$ cat src/rtl/rf_watch_checker_fifo.sv
// Synchronous FIFO for watch trace entries; a push into a full FIFO succeeds only alongside a pop.
module watch_trace_fifo #(
  parameter int WIDTH = 66,
  parameter int DEPTH = 8
) (
  input  logic             clk,
  input  logic             rst,
  input  logic             clr,
  input  logic             push,
  input  logic [WIDTH-1:0] push_data,
  input  logic             pop,
  output logic [WIDTH-1:0] pop_data,
  output logic             full,
  output logic             empty
);

  localparam int AW = (DEPTH > 1) ? $clog2(DEPTH) : 1;

  logic [AW-1:0]    wr_ptr_q, wr_ptr_d;
  logic [AW-1:0]    rd_ptr_q, rd_ptr_d;
  logic [AW:0]      count_q, count_d;
  logic [WIDTH-1:0] mem_q [DEPTH];
  logic             do_push, do_pop;

  always_comb begin
    full     = (count_q == (AW+1)'(DEPTH));
    empty    = (count_q == '0);
    do_pop   = pop && !empty;
    do_push  = push && (!full || do_pop);
    wr_ptr_d = wr_ptr_q;
    rd_ptr_d = rd_ptr_q;
    if (do_push) wr_ptr_d = wr_ptr_q + AW'(1);
    if (do_pop)  rd_ptr_d = rd_ptr_q + AW'(1);
    count_d  = count_q + (AW+1)'(do_push) - (AW+1)'(do_pop);
    pop_data = empty ? '0 : mem_q[rd_ptr_q];
  end

  always_ff @(posedge clk) begin
    if (rst || clr) begin
      wr_ptr_q <= '0;
      rd_ptr_q <= '0;
      count_q  <= '0;
    end else begin
      wr_ptr_q <= wr_ptr_d;
      rd_ptr_q <= rd_ptr_d;
      count_q  <= count_d;
    end
  end

  // Storage needs no reset: the read port is masked while the FIFO is empty.
  always_ff @(posedge clk) begin
    if (!rst && !clr && do_push) mem_q[wr_ptr_q] <= push_data;
  end

endmodule

$ cat config.mk
export PLATFORM = sky130hd
export DESIGN_NAME = watch_trace_fifo
export DESIGN_NICKNAME = d
export VERILOG_FILES = /design/src/rtl/rf_watch_checker_fifo.sv
export SDC_FILE = /design/constraint.sdc
export NUM_CORES = 1
export LEC_CHECK = 0
export ABC_AREA = 1
export CAP_MARGIN = 30
export CORE_UTILIZATION = 45
export DETAILED_ROUTE_END_ITERATION = 6
export DONT_BUFFER_PORTS = 1
export GPL_TIMING_DRIVEN = 1
export PLACE_DENSITY = 0.65
export SLEW_MARGIN = 10
export SYNTH_ARGS = -nofsm -noshare
export SYNTH_HDL_FRONTEND = slang
export SYNTH_SLANG_ARGS = --single-unit
$ cat constraint.sdc
create_clock -name clk -period 5.4 [get_ports clk]
set_input_delay 0.54 -clock clk [delete_from_list [all_inputs] [get_ports clk]]
set_output_delay 0.54 -clock clk [all_outputs]
set_load 0.1 [all_outputs]
Word level (Yosys, flattened, before mapping)
Memories as Yosys holds them, arrays and structs flattened. A register that Yosys moved wholly into a read port is not among the register bits. Cells that the tools add are included.

$add $sub $neg: 4. Reductions and logical operators: 11. Equal/unequal tests: 1. Multiplexer cells: 5.

Operator list (count): $mux W66 (1); $add A3 B1 Y3 const B (2); $mux W3 (2); $add A4 B1 Y4 (1); $eq A4 B4 Y1 const B (1); $logic_and A1 B1 Y1 (4); $logic_not A1 Y1 (4); $logic_not A4 Y1 (1); $sub A4 B1 Y4 (1); $logic_or A1 B1 Y1 (2); $mux W1 (2).

Bits in writable memories: 528. Memories kept: 1. Output and inout bits: 68. Input port bits: 71. Flip-flop bits (word level): 10.

Memory list: mem_q (depth 8, bits a word 66, rd ports 1, clocked after Yosys merged registers in 1, write ports 1, RTL line 22) `logic [WIDTH-1:0] mem_q [DEPTH];`.

Longest topological paths before layout
Depth in word-level cells: 8. Gate-level depth with buffers: 14.

Worst setup path after synthesis
No wires, ideal clock.

Path type: register to register. Start: register count_q[2]. End: memory mem_q[1][0] (enable). Data required time: 4.909 ns. Cell stages (with the launch flop): 7. Slack: 0.678 ns. Path buffers: 0. Period minus slack after synthesis: 4.722 ns. Arrival time: 4.231 ns. Cell sequence: dfxtp_1 -> inv_1 -> ha_1 -> nor3b_1 -> nand2_2 -> nand3_1 -> nor2_1.

Elaborated cells between the ends (all ways): 10.

RTL lines: from (decl) (RTL line 21) `logic [AW:0] count_q, count_d;`; from (signal assigned) (RTL line 46) `count_q <= count_d;`; $eq A4 B4 Y1 (RTL line 26) `full = (count_q == (AW+1)'(DEPTH));`; named net full (RTL line 13) `output logic full,`; $logic_not A1 Y1 (RTL line 29) `do_push = push && (!full || do_pop);`; $logic_or A1 B1 Y1 (RTL line 29); $logic_and A1 B1 Y1 (RTL line 29); $logic_and A1 B1 Y1 (RTL line 52) `if (!rst && !clr && do_push) mem_q[wr_ptr_q] <= push_data;`; $mux W1 (RTL line 52); $mux W1 (not written as such) (RTL line 52); to (decl) (RTL line 22).

The timed path passes the listed nets, and every way through them passes these cells.

==> metrics.yaml <==
tightest_slew_ns: 1.01
drv_cap: 0
synth_top_flop_cell: "edfxtp_1"
maxSlewViolCount: 0
num_io_pins: 139
syn_nets: 2200
die-area_sq_um: 51100
crit_type: "flop to output port"
cp.buffers_inverters: 3
crit_path_end_kind: "output port"
grt_max_degree: 218
reg2reg_to: "mem_q[6][60]"
min_path_type: "primary input to flop"
ys_ff_latch: 541
hold_buffers: 0
num_rows: 81
die-width_um: 226
syn_avg_cell_area_sq_um: 10.6
critPathRequiredTime_ns: 4.86
leakagePower_uw: 0.00972
htreeDepth: 2
powerDensity_nw_per_um2: 375
portBuffers: 0
netlist_area_sq_um: 22600
max_slew_margin_pct: 32.8
vias_per_cell: 5.00
fin_setup_tns_ns: 0
rrSetupSlack_ns: 2.54
cts.clk_slew.worst_paths_ns: 0.06
slowest_delay_ns: 0.79
critPathTopFamily: "buffers and inverters"
cts_made_buffers: 55
nets: 2241
first_global_vias: 14100
cp_max_fo: 62
antenna_found_initial: 1
synth-edff-count: 528
drc: 0
ant_nets: 0
rsz0062_at_grt: "false"
dr.pass1.iters: 5
clkSinkCount: 541
insertion_delay_ns: 0.60
yosysTopAreaCellShare_pct: 70.2
start_util_pct: 45.9
post_cts_resized: 0
fin_skew_ns: 0.0181
synthCells: 2121
synth_most_common_cell: "nor2_1"
layout_worst_path_cycle_share_pct: 73.5
r2r_cells: 8
fmax_mhz: 252
gp_congestion: 0.736
cts_setup_buffers: 0
synth-seq-area-share_pct: 71.3
vias: 14300
die_height_um: 226
timing.hold.ws_ns: 0.0353
yosys-top-cells-area: "edfxtp_1, nor2_1, nand2_1"
synth_top_cell_by_area: "edfxtp_1"
core_sq_um: 49300
place_hpwl_um: 26500
status: "finished, final reports clean"
final_layout_size_suffix_gt1_share_pct: 11.8
diodes: 0
cp_slowest_cell: "buf_4"
async_reset_ff_share_pct: 0
final_hold_viol_count: 0
cts_buffer_depth: 3
grt_overflow_total: 0
path_cells: "buf_4 > buf_4 > nor2_1 > o21ai_1 > nand2_1 > nor2_1 > nor2_2 > buf_8"
arrival_ns: 3.43
crit_path_start_kind: "flop"
max-vdd-ir-drop_mv: 0.251
whs_path_depth: 0
drtIter0Drc: 1095
grtUsageTotal_pct: 19.9
min_from: "push_data[17]"
synth.distinct_cells: 22
grt_pass1_wl_um: 77800
post-route-min-period_ns: 3.97
cts-root-buf: "clkbuf_16"
cts_tree: "yes"
yosysWarnings: 0
drt-total-wl_um: 49900
wl_per_cell_um: 17.4
cp.depth: 8
r2r-start: "count_q[2]"
worstHoldEndpoint: "mem_q[4][17]"
finalSetupViolations: 0
synthTopCellsByCount: "nor2_1, edfxtp_1, nand2_1"
areaGrowthSynthToFinish_pct: 17.8
-- how the worst max path moves through the flow --
stage                         endpoint        from  slack [ns]
after floorplan            mem_q[1][0]  count_q[2]        0.68
after global placement    pop_data[13]        flop        1.77
after detailed placement  pop_data[49]        flop        2.01
after CTS                 pop_data[51]        flop        1.36
after global routing      pop_data[55]        flop        1.19
final                     pop_data[51]        flop        1.43
-- logic make-up (layout without fill, tap and decap cells) --
logic type               Yosys count  in the layout  share of synthesized area (%)
XOR/XNOR                           1              1                         0.0388
AND/OR/NAND/NOR                 1168           1168                           19.9
adder cells (fa/ha/maj)            8              8                          0.476
flip-flops                       541            541                           71.3
AO/OA/AOI/OAI                    143            143                           3.17
buffers and inverters            260            342                           5.10
-- metrics by stage --
step                area, sq um  util, %  worst slack [ns]  cells  power, uW
floorplan                 22600        -             0.678   2121       5710
global placement          23400     47.6              1.77   2708       5910
detailed placement        24800     50.4              2.01   2769       6280
CTS                       26600     54.0              1.36   2867      10100
global route              26600     54.0              1.19   2867      10300
finish                    26600     54.0              1.43   2867       9980
-- worst reg2reg max path, delay by kind of cell, from the launching register on --
kind | cells | cell delay [ns]
adder cells (fa/ha/maj) | 1 | 0.23
buffers and inverters | 2 | 0.46
flip-flops | 1 | 0.31
AND/OR/NAND/NOR | 5 | 1.53
-- final cells by class --
| type | instances | area (sq um) |
|---|---|---|
| Fill cell | 4115 | 22600 |
| Sequential cell | 541 | 16100 |
| Multi-Input combinational cell | 1320 | 5560 |
| Timing Repair Buffer | 95 | 1750 |
| Clock buffer | 62 | 1400 |
| Tap cell | 664 | 831 |
| Inverter | 149 | 564 |
| Clock inverter | 36 | 384 |
-- sequential cells by signal, indices dropped and copies added (netlist names), named ones only --
register	count
count_q	4
mem_q	528
rd_ptr_q	3
wr_ptr_q	3
-- cells in the final DEF (no fill, tap or decap), drive strengths merged, types with 7 or more instances in the layout --
master  count
edfxtp    528
inv       150
nand3      72
clkbuf     63
o21ai     135
nor2      682
clkinv     25
ha          7
dfxtp      13
a21oi       8
buf        94
nand2     412
bufinv      8
-- where the power goes --
group / internal (uW) / leakage, uW / switching, uW / total [uW]
sequential: 4640 / 0.00486 / 22.3 / 4660
clock: 2240 / 0.000879 / 1560 / 3800
combinational: 470 / 0.00398 / 1050 / 1520
total: 7350 / 0.00972 / 2630 / 9980
-- layer usage --
layer / part of all wire [%] / up-vias / wire, um / track usage, %
li1: - / 7008 / - / -
met3: 6.0 / 84 / 3000 / 3.86
met1: 44 / 6878 / 21900 / 26.5
met5: 0 / - / 0 / 0
met2: 48 / 360 / 24000 / 33.3
met4: 2.0 / 0 / 1000 / 5.62
Power figures use the tool's default switching activity.
